## src/rtl/mdu_pkg.sv

```systemverilog
// mdu_pkg: shared definitions for the multiply/divide unit and the decoder
// that drives it.
//   MDU_WIDTH   default operand width (HI/LO are this wide)
//   MDU_*       mdu_op encodings; 11x is reserved and acts as a no-op
//   mdu_state_e iterative-engine FSM states
package mdu_pkg;

  localparam int MDU_WIDTH = 32;

  localparam logic [2:0] MDU_MULT  = 3'b000;
  localparam logic [2:0] MDU_MULTU = 3'b001;
  localparam logic [2:0] MDU_DIV   = 3'b010;
  localparam logic [2:0] MDU_DIVU  = 3'b011;
  localparam logic [2:0] MDU_MTHI  = 3'b100;
  localparam logic [2:0] MDU_MTLO  = 3'b101;

  typedef enum logic [1:0] {
    S_IDLE = 2'd0,
    S_CALC = 2'd1,
    S_FIX  = 2'd2
  } mdu_state_e;

endpackage

```

## src/rtl/mdu_iter.sv

```systemverilog
// mdu_iter: one iteration of the shared multiply/divide datapath.
// A single WIDTH+2 bit adder/subtractor serves both operations.
//   is_div_i  1 = restoring-divide step, 0 = shift-add multiply step
//   acc_i     2*WIDTH working accumulator
//             multiply: {partial product hi, remaining multiplier bits}
//             divide:   {partial remainder, remaining dividend / quotient bits}
//   opb_i     multiplicand (multiply) or divisor (divide), magnitude only
//   acc_o     accumulator after this step
module mdu_iter
  import mdu_pkg::*;
#(
  parameter int WIDTH = MDU_WIDTH
) (
  input  logic               is_div_i,
  input  logic [2*WIDTH-1:0] acc_i,
  input  logic [WIDTH-1:0]   opb_i,
  output logic [2*WIDTH-1:0] acc_o
);

  logic [WIDTH+1:0] x, y, res;

  always_comb begin
    x = '0;
    y = '0;
    if (is_div_i) begin
      // Shift the next dividend bit into the partial remainder, try subtracting.
      x = {1'b0, acc_i[2*WIDTH-1:WIDTH-1]};
      y = {2'b0, opb_i};
    end else begin
      // Add the multiplicand when the current multiplier LSB is set.
      x = {2'b0, acc_i[2*WIDTH-1:WIDTH]};
      y = acc_i[0] ? {2'b0, opb_i} : '0;
    end
  end

  assign res = is_div_i ? (x - y) : (x + y);

  always_comb begin
    acc_o = acc_i;
    if (is_div_i) begin
      // Borrow out means the divisor did not fit: keep the shifted remainder.
      if (res[WIDTH+1]) acc_o = {acc_i[2*WIDTH-2:0], 1'b0};
      else              acc_o = {res[WIDTH-1:0], acc_i[WIDTH-2:0], 1'b1};
    end else begin
      // Carry becomes the new MSB; the consumed multiplier bit drops off.
      acc_o = {res[WIDTH:0], acc_i[WIDTH-1:1]};
    end
  end

endmodule

```

## src/rtl/mdu_unit.sv

```systemverilog
// mdu_unit: iterative multiply/divide unit owning the HI/LO registers.
//   clk_i     clock, rising edge
//   rst_i     synchronous active-high reset
//   start_i   one-cycle request, sampled only while idle
//   mdu_op_i  mult/multu/div/divu/mthi/mtlo (11x = no-op)
//   src_a_i   rs operand (dividend / multiplicand / mthi-mtlo data)
//   src_b_i   rt operand (divisor / multiplier)
//   busy_o    registered; high for WIDTH CALC cycles plus one FIX cycle
//   done_o    registered one-cycle pulse, HI/LO carry the new result
//   hi_o/lo_o architectural HI/LO
module mdu_unit
  import mdu_pkg::*;
#(
  parameter int WIDTH = MDU_WIDTH
) (
  input  logic             clk_i,
  input  logic             rst_i,
  input  logic             start_i,
  input  logic [2:0]       mdu_op_i,
  input  logic [WIDTH-1:0] src_a_i,
  input  logic [WIDTH-1:0] src_b_i,
  output logic             busy_o,
  output logic             done_o,
  output logic [WIDTH-1:0] hi_o,
  output logic [WIDTH-1:0] lo_o
);

  localparam int CW = $clog2(WIDTH) + 1;

  mdu_state_e         state_q, state_d;
  logic [CW-1:0]      cnt_q, cnt_d;
  logic [2*WIDTH-1:0] acc_q, acc_d, acc_step;
  logic [WIDTH-1:0]   opb_q, opb_d;
  logic [WIDTH-1:0]   a_raw_q, a_raw_d;
  logic               is_div_q, is_div_d;
  logic               neg_lo_q, neg_lo_d;   // product / quotient sign
  logic               neg_hi_q, neg_hi_d;   // remainder sign
  logic               div0_q, div0_d;
  logic [WIDTH-1:0]   hi_q, hi_d, lo_q, lo_d;
  logic               busy_q, busy_d, done_q, done_d;

  // capture-time helpers
  logic               sgn;
  logic [WIDTH-1:0]   abs_a, abs_b;
  // fix-up helpers
  logic [2*WIDTH-1:0] prod;
  logic [WIDTH-1:0]   quot, rem;

  mdu_iter #(.WIDTH(WIDTH)) u_iter (
    .is_div_i (is_div_q),
    .acc_i    (acc_q),
    .opb_i    (opb_q),
    .acc_o    (acc_step)
  );

  // mult and div are signed (op[0]=0); magnitudes feed the unsigned engine.
  always_comb begin
    sgn   = ~mdu_op_i[0];
    abs_a = (sgn && src_a_i[WIDTH-1]) ? (~src_a_i + 1'b1) : src_a_i;
    abs_b = (sgn && src_b_i[WIDTH-1]) ? (~src_b_i + 1'b1) : src_b_i;
  end

  always_comb begin
    prod = neg_lo_q ? (~acc_q + 1'b1) : acc_q;
    quot = neg_lo_q ? (~acc_q[WIDTH-1:0] + 1'b1) : acc_q[WIDTH-1:0];
    rem  = neg_hi_q ? (~acc_q[2*WIDTH-1:WIDTH] + 1'b1) : acc_q[2*WIDTH-1:WIDTH];
  end

  always_comb begin
    state_d  = state_q;
    cnt_d    = cnt_q;
    acc_d    = acc_q;
    opb_d    = opb_q;
    a_raw_d  = a_raw_q;
    is_div_d = is_div_q;
    neg_lo_d = neg_lo_q;
    neg_hi_d = neg_hi_q;
    div0_d   = div0_q;
    hi_d     = hi_q;
    lo_d     = lo_q;
    done_d   = 1'b0;

    unique case (state_q)
      S_IDLE: begin
        if (start_i) begin
          unique case (mdu_op_i)
            MDU_MULT, MDU_MULTU, MDU_DIV, MDU_DIVU: begin
              state_d  = S_CALC;
              cnt_d    = '0;
              is_div_d = mdu_op_i[1];
              neg_lo_d = sgn & (src_a_i[WIDTH-1] ^ src_b_i[WIDTH-1]);
              neg_hi_d = sgn & src_a_i[WIDTH-1];
              div0_d   = (src_b_i == '0);
              a_raw_d  = src_a_i;
              if (mdu_op_i[1]) begin
                acc_d = {{WIDTH{1'b0}}, abs_a};
                opb_d = abs_b;
              end else begin
                acc_d = {{WIDTH{1'b0}}, abs_b};
                opb_d = abs_a;
              end
            end
            MDU_MTHI: hi_d = src_a_i;
            MDU_MTLO: lo_d = src_a_i;
            default: ;
          endcase
        end
      end
      S_CALC: begin
        acc_d = acc_step;
        cnt_d = cnt_q + 1'b1;
        if (cnt_q == CW'(WIDTH - 1)) state_d = S_FIX;
      end
      S_FIX: begin
        state_d = S_IDLE;
        done_d  = 1'b1;
        if (!is_div_q) begin
          hi_d = prod[2*WIDTH-1:WIDTH];
          lo_d = prod[WIDTH-1:0];
        end else if (div0_q) begin
          hi_d = a_raw_q;
          lo_d = '1;
        end else begin
          // MIN/-1 falls out naturally: |MIN|/1 = MIN, quotient sign clear, rem 0.
          hi_d = rem;
          lo_d = quot;
        end
      end
      default: state_d = S_IDLE;
    endcase

    busy_d = (state_d != S_IDLE);
  end

  always_ff @(posedge clk_i) begin
    if (rst_i) begin
      state_q  <= S_IDLE;
      cnt_q    <= '0;
      acc_q    <= '0;
      opb_q    <= '0;
      a_raw_q  <= '0;
      is_div_q <= 1'b0;
      neg_lo_q <= 1'b0;
      neg_hi_q <= 1'b0;
      div0_q   <= 1'b0;
      hi_q     <= '0;
      lo_q     <= '0;
      busy_q   <= 1'b0;
      done_q   <= 1'b0;
    end else begin
      state_q  <= state_d;
      cnt_q    <= cnt_d;
      acc_q    <= acc_d;
      opb_q    <= opb_d;
      a_raw_q  <= a_raw_d;
      is_div_q <= is_div_d;
      neg_lo_q <= neg_lo_d;
      neg_hi_q <= neg_hi_d;
      div0_q   <= div0_d;
      hi_q     <= hi_d;
      lo_q     <= lo_d;
      busy_q   <= busy_d;
      done_q   <= done_d;
    end
  end

  assign busy_o = busy_q;
  assign done_o = done_q;
  assign hi_o   = hi_q;
  assign lo_o   = lo_q;

endmodule

```

## config.mk

```make
export PLATFORM = sky130hd
export DESIGN_NAME = mdu_unit
export DESIGN_NICKNAME = d
export VERILOG_FILES = /design/src/rtl/mdu_pkg.sv /design/src/rtl/mdu_iter.sv /design/src/rtl/mdu_unit.sv
export SDC_FILE = /design/constraint.sdc
export NUM_CORES = 1
export LEC_CHECK = 0
export CORE_ASPECT_RATIO = 1.4
export CORE_MARGIN = 2
export CORE_UTILIZATION = 35
export DETAILED_ROUTE_END_ITERATION = 6
export GPL_ROUTABILITY_DRIVEN = 0
export SYNTH_ARGS = -nofsm -noshare
export SYNTH_HDL_FRONTEND = slang
export SYNTH_SLANG_ARGS = --single-unit
```

## constraint.sdc

```tcl
create_clock -name clk_i -period 8.3 [get_ports clk_i]
set_input_delay 1.66 -clock clk_i [delete_from_list [all_inputs] [get_ports clk_i]]
set_output_delay 1.66 -clock clk_i [all_outputs]
set_load 0.1 [all_outputs]
```

# ---- Word-level counts from Yosys, hierarchy flattened
# Cells that the tools add are included.
dict set report totals {
  regBits 206
  elab_cells 89
}
dict set report classes {
  add_sub_neg 8
  n_eq_ne 12
  mux 34
  bitwise_logic 9
  reduce_logical 13
}
# cell n
set ops {}
lappend ops {{$mux 32} 15}
lappend ops {{$mux 64} 5}
lappend ops {{$add 32x1->32 const B} 4}
lappend ops {{$not 32->32} 4}
lappend ops {{$pmux 32 s2} 2}
lappend ops {{$pmux 64 s2} 1}
lappend ops {{$mux 34} 2}
lappend ops {{$add 64x1->64 const B} 1}
lappend ops {{$not 64->64} 1}
lappend ops {{$add 33x34->34} 1}
lappend ops {{$sub 33x34->34} 1}
lappend ops {{$mux 33} 1}
lappend ops {{$logic_not 32->1} 1}
lappend ops {{$mux 6} 2}
lappend ops {{$pmux 6 s2} 1}
lappend ops {{$reduce_and 3->1} 4}
lappend ops {{$add 6x1->6 const B} 1}
lappend ops {{$eq 3x2->1 const B} 2}
lappend ops {{$eq 3x3->1 const B} 2}
lappend ops {{$eq 6x5->1 const B} 1}
lappend ops {{$mux 2} 3}
lappend ops {{$ne 2x1->1 const B} 3}
lappend ops {{$reduce_bool 2->1} 3}
lappend ops {{$pmux 2 s2} 1}
lappend ops {{other kinds (12)} 14}

# ---- Depth between registers and ports, before layout
dict set report logic_depth {
  depth_word 7
  depth_mapped 24
  depth_no_buf 22
}

# ---- Cells and area by module
# A second synthesis with hierarchy kept.
dict set report unflattened {
  cells_unflattened 2330
  hier_area_um2 16990.0
}
# module instances cells_per_inst area_per_inst_um2 seq_area_each_um2
set by_module_without_submodules {}
lappend by_module_without_submodules {mdu_unit 1 1714 12827.3 4124.0}
lappend by_module_without_submodules {mdu_iter 1 616 4162.7 0.0}

# ---- Worst setup path before layout
# OpenSTA, ideal clock, no wires.
dict set report synth_timing {
  path_type {flip-flop to flip-flop}
  startpoint {register opb_q[2]}
  endpoint {register acc_q[63]}
  setup_time_ns 0.074
  arrival_time_ns 4.997
  required_ns 8.226
  path_slack_ns 3.228
  path_stages_with_launch 22
  n_path_buf 2
  period_less_slack_ns 5.072
  path_cell_list {dfxtp_1 clkbuf_2 or4_1 or4_4 nor3_2 nand2_1 nor3_2 a21o_1 o21ai_0 xor2_1 ha_1 clkbuf_1 nand3_1 nor2_1 nand2_1 nor3_1 a21oi_1 o21ai_1 nand2_1 xor2_2 mux2_2 a31oi_1}
}
dict set report synth_via {
  elab_chain_len 7
}
# item line_no
set synth_lines {}
lappend synth_lines {{start, declared} mdu_unit.sv:33} ;# logic [WIDTH-1:0] opb_q, opb_d;
lappend synth_lines {{start signal, assigned} mdu_unit.sv:154} ;# opb_q <= opb_d;
lappend synth_lines {{$mux 32} mdu_iter.sv:32} ;# y = acc_i[0] ? {2'b0, opb_i} : '0;
lappend synth_lines {{$mux 34 *} mdu_iter.sv:25} ;# if (is_div_i) begin
lappend synth_lines {{$add 33x34->34 / $sub 33x34->34 (equally long branches)} mdu_iter.sv:36} ;# assign res = is_div_i ? (x - y) : (x + y);
lappend synth_lines {{$mux 34 *} mdu_iter.sv:36}
lappend synth_lines {{$mux 64} mdu_iter.sv:42} ;# if (res[WIDTH+1]) acc_o = {acc_i[2*WIDTH-2:0], 1'b0};
lappend synth_lines {{$mux 64 *} mdu_iter.sv:40} ;# if (is_div_i) begin
lappend synth_lines {{$pmux 64 s2 *} mdu_unit.sv:83} ;# unique case (state_q)
lappend synth_lines {{end signal, assigned} mdu_unit.sv:139} ;# acc_q <= '0;
lappend synth_lines {{end signal, assigned} mdu_unit.sv:153} ;# acc_q <= acc_d;
lappend synth_lines {{end, declared} mdu_unit.sv:32} ;# logic [2*WIDTH-1:0] acc_q, acc_d, acc_step;
# Mark *: on every way between the ends. The rest lies on a longest branch, timed or not.
# A chain may end at the register's enable or synchronous reset.

# ---- Worst setup path in the final report
dict set report layout_timing {
  startpoint {register is_div_q}
  endpoint {register acc_q[63]}
}
dict set report layout_via {
  elab_chain_len 6
}
# item line_no
set layout_lines {}
lappend layout_lines {{start, declared} mdu_unit.sv:35} ;# logic is_div_q, is_div_d;
lappend layout_lines {{start signal, assigned} mdu_unit.sv:156} ;# is_div_q <= is_div_d;
lappend layout_lines {{$mux 33 / $mux 34 (equally long branches)} mdu_iter.sv:25}
lappend layout_lines {{$add 33x34->34 / $sub 33x34->34 (equally long branches)} mdu_iter.sv:36}
lappend layout_lines {{$mux 34} mdu_iter.sv:36}
lappend layout_lines {{$mux 64} mdu_iter.sv:42}
lappend layout_lines {{$mux 64 *} mdu_iter.sv:40}
lappend layout_lines {{$pmux 64 s2 *} mdu_unit.sv:83}
# Marks and branches as above.

==> impl_results.md <==
* Most used cell, CP: nand2_1
* Multi-input gate area at 11,440 um^2
* Tightest Pin Transition at 1.293 ns
* CTS tree: done
* Post-DR vias/cell at 5.958
* Crit path largest cell delay at 0.52 ns
* Data arrival time of the worst path at 6.19 ns
* Area leader, netlist: dfxtp_1
* Multiplexer share of the synthesized area at 7.898%
* First-pass DRT Iterations at 5
* Syn_nets at 2,395
* Mapped Area at 16,460 um^2
* Clk_skew at 0.01341 ns
* Post-synth cell types at 90
* Max-slew headroom at 12.99%
* Max Clock Freq at 0.1746 GHz
* Placed inst area at 17,980 um^2
* CTS resizes at 0
* PortBufs at 135
* First-pass GRT wire length at 97,190 um
* Fillers at 4,857
* Post-Synth XOR/XNOR Area at 9.251%
* Via Count at 17,270
* Maximum VDD drop at 0.1464 mV
* Syn. warnings at 0
* Root buffer cell: clkbuf_16
* Antenna Nets Post-Route at 0
* DRC at 0
* Largest family of logic cells by synthesized area: compound AO/OA/AOI/OAI gates
* Utilization after layout at 40.11%
* Largest net degree at the start of global routing at 93
* I/O pin total at 136
* Die Height at 260.6 um
* Worst-path cell chain: inv_1 > nand2_1 > nand2_1 > ha_1 > o21ai_0 > nand2b_1 > nor3_1 > o22a_1 > o22ai_1 > ha_1 > nand3_1 > or2_1 > o31ai_2 > a21oi_1 > o21ai_1 > nand2_1 > xor2_2 > mux2_2 > a31oi_1
* Post-synth top area share at 25.06%
* WP buf/inv at 1
* Post-synth EDFFs at 0
* Status: complete, no violations
* Die width at 187.3 um
* Ys flop type: dfxtp_1
* Hold_buf cts at 0
* Wirelength per Cell at 22.47 um
* # rows at 94
* Clk_lat worst skew at 0.54 ns
* TritonCTS Sinks at 206
* Crit. End Element: flop
* Critical Path Fanout Max at 52
* Min-Delay Path Class: flop to flop
* Fin. Hold Viols at 0
* GRT Resource Usage Total at 25.65%
* WL final at 65,130 um
* Total grt overflow at 0
* Final min period at 5.727 ns
* Startpoint types: flop
* Setup TNS at 0 ns
* Clock buffer depth at 3
* Die area at 48,800 um^2
* PwrDens at 229.5 nW/um^2
* Antenna violations before repair at 0
* Unrepaired setup endpoints after global routing: false
* Final setup viols at 0
* Share of cells above drive strength 1 at 6.203%
* Compound-Gate Fraction of Synth Area at 26.55%
* Mapped Cells at 2,286
* Pleak at 6.484 nW
* Worst Setup Path Type: flop to flop
* Register area share after synthesis at 25.06%
* Synth top cells by count: 309 x nand2_1, 221 x nor2_1, 206 x dfxtp_1
* Synth area leaders: dfxtp_1 25%, nand2_1 7.0%, a21oi_1 6.0%, mux2i_1 5.8%, o21ai_0 5.5%
* FF+latch count, synth at 206
* Post-CTS Setup Inserts at 0
* Top cell family by delay on the critical path: compound AO/OA/AOI/OAI gates
* Initial Util at 35.25%
* Post-synthesis async set-or-reset flop share at 0%
* Post-DP HPWL at 48,040 um
* Num CTS Buffers at 23
* Max-cap violations at 0
* CTS H-tree depth at 1
* Post-Synth Adder-Cell Area at 3.010%
* Final Cell Area at 18,730 um^2
* Final Max Tran Viols at 0
* Initial DRC Count at 1,355
* Critical Path Slowest Stage Cell: dfxtp_4
* Avg Inst Size Synth at 7.200 um^2
* Register area at 4129 um^2
* Vias in the first global route at 16,400
* Most common cell in the synthesized netlist: nand2_1
* Worst EP required at 8.77 ns
* Total Nets Final at 2,367
* Clock slew at reported path FFs at 0.07 ns
* Period utilisation layout at 69.00%
* Core area at 46,690 um^2
* Area delta synth->final at 13.77%
* Post-synthesis simple-gate area fraction at 22.58%
[layer usage]
| metal | wire (um) | GRT usage [%] | vias to the layer above |
|---|---|---|---|
| met1 | 24070 | 27.78 | 8165 |
| met3 | 3549 | 3.012 | 242 |
| met2 | 31300 | 44.87 | 669 |
| met5 | 0 | 0 | - |
| li1 | - | - | 8191 |
| met4 | 6213 | 21.76 | 0 |
[where the power goes]
part           total (mW)  leakage (nW)  switching (mW)  internal [mW]
registers            1.26          1.68           0.196           1.07
logic                2.00          4.44            1.25          0.753
clock network        1.04         0.357           0.447          0.588
total                4.30          6.48            1.89           2.41
[sequential cells by signal (all words and copies together) (netlist names)]
name / cells
a_raw_q: 32
acc_q: 64
busy_o: 1
cnt_q: 6
div0_q: 1
done_o: 1
hi_o: 32
is_div_q: 1
lo_o: 32
neg_hi_q: 1
neg_lo_q: 1
opb_q: 32
state_q: 2
[worst paths after layout]
check | start | end | slack (ns) | cells past startpoint
worst max-delay path | is_div_q | acc_q[63] | 2.57 | 19
worst min register to register | a_raw_q[20] | a_raw_q[20] | 0.45 | 2
worst min-delay path | a_raw_q[20] | a_raw_q[20] | 0.45 | 2
worst max register to register | is_div_q | acc_q[63] | 2.57 | 19
[cells in the final DEF, fill, tap and decap left out, types with 17 or more instances in the layout]
cell type	synthesis	final
nand3_1	38	38
a21oi_1	196	195
a221oi_1	30	30
a211oi_1	47	47
clkdlybuf4s50_1	0	133
nor3_1	66	66
clkbuf_16	0	23
mux2i_1	95	95
mux2_2	31	31
xor2_1	99	99
o211ai_1	30	30
nand2_1	309	308
o22ai_1	39	39
nor4_1	30	29
buf_4	1	26
xnor2_1	73	73
a31oi_1	20	20
dfxtp_1	206	204
o31ai_1	28	28
o21ai_0	181	181
or4_1	17	17
ha_1	38	38
inv_1	26	26
nor2_1	221	217
[through the flow]
| step | hold slack, ns | setup WS (ns) | cells | power [mW] |
|---|---|---|---|---|
| 3_5_place_dp | 0.4461 | 2.618 | 2857 | 3.236 |
| 5_1_grt | 0.4752 | 2.139 | 2897 | 4.528 |
| 6_report | 0.4525 | 2.573 | 2898 | 4.298 |
| 2_1_floorplan | 0.4332 | 3.228 | 2286 | 2.679 |
| 3_3_place_gp | 0.4417 | 2.683 | 2857 | 3.205 |
| 4_1_cts | 0.4550 | 2.617 | 2897 | 4.267 |
[worst reg2reg max path: cells and delay by family (launching register included)]
family / cells / cell delay (ns)
adder cells (fa/ha/maj): 2 / 0.77
AO/OA/AOI/OAI: 7 / 1.86
multiplexers: 1 / 0.39
buffers and inverters: 1 / 0.14
flip-flops: 1 / 0.52
AND/OR/NAND/NOR: 7 / 1.57
XOR/XNOR: 1 / 0.41
[kinds of logic (layout without fill, tap and decap cells)]
kind of cell | after synthesis | after routing
AOI/OAI and AO/OA | 698 | 698
adders and majority gates | 39 | 39
DFF | 206 | 206
muxes | 126 | 126
buffers and inverters | 241 | 228
other | 0 | 1
and+or+nand+nor | 803 | 803
xor gates and xnor gates | 173 | 173
[cell type report]
| class | instances | share of cell area (%) |
|---|---|---|
| flip-flops and latches | 206 | 22.05 |
| inverters | 28 | 0.5612 |
| clock buffers | 33 | 3.541 |
| repair buffers | 160 | 8.178 |
| diodes | 1 | 0.01336 |
| multi-input cells | 1839 | 61.08 |
| well taps | 624 | 4.169 |
| clock inverters | 7 | 0.4076 |
Note: power is estimated with default switching activity, not from simulation.
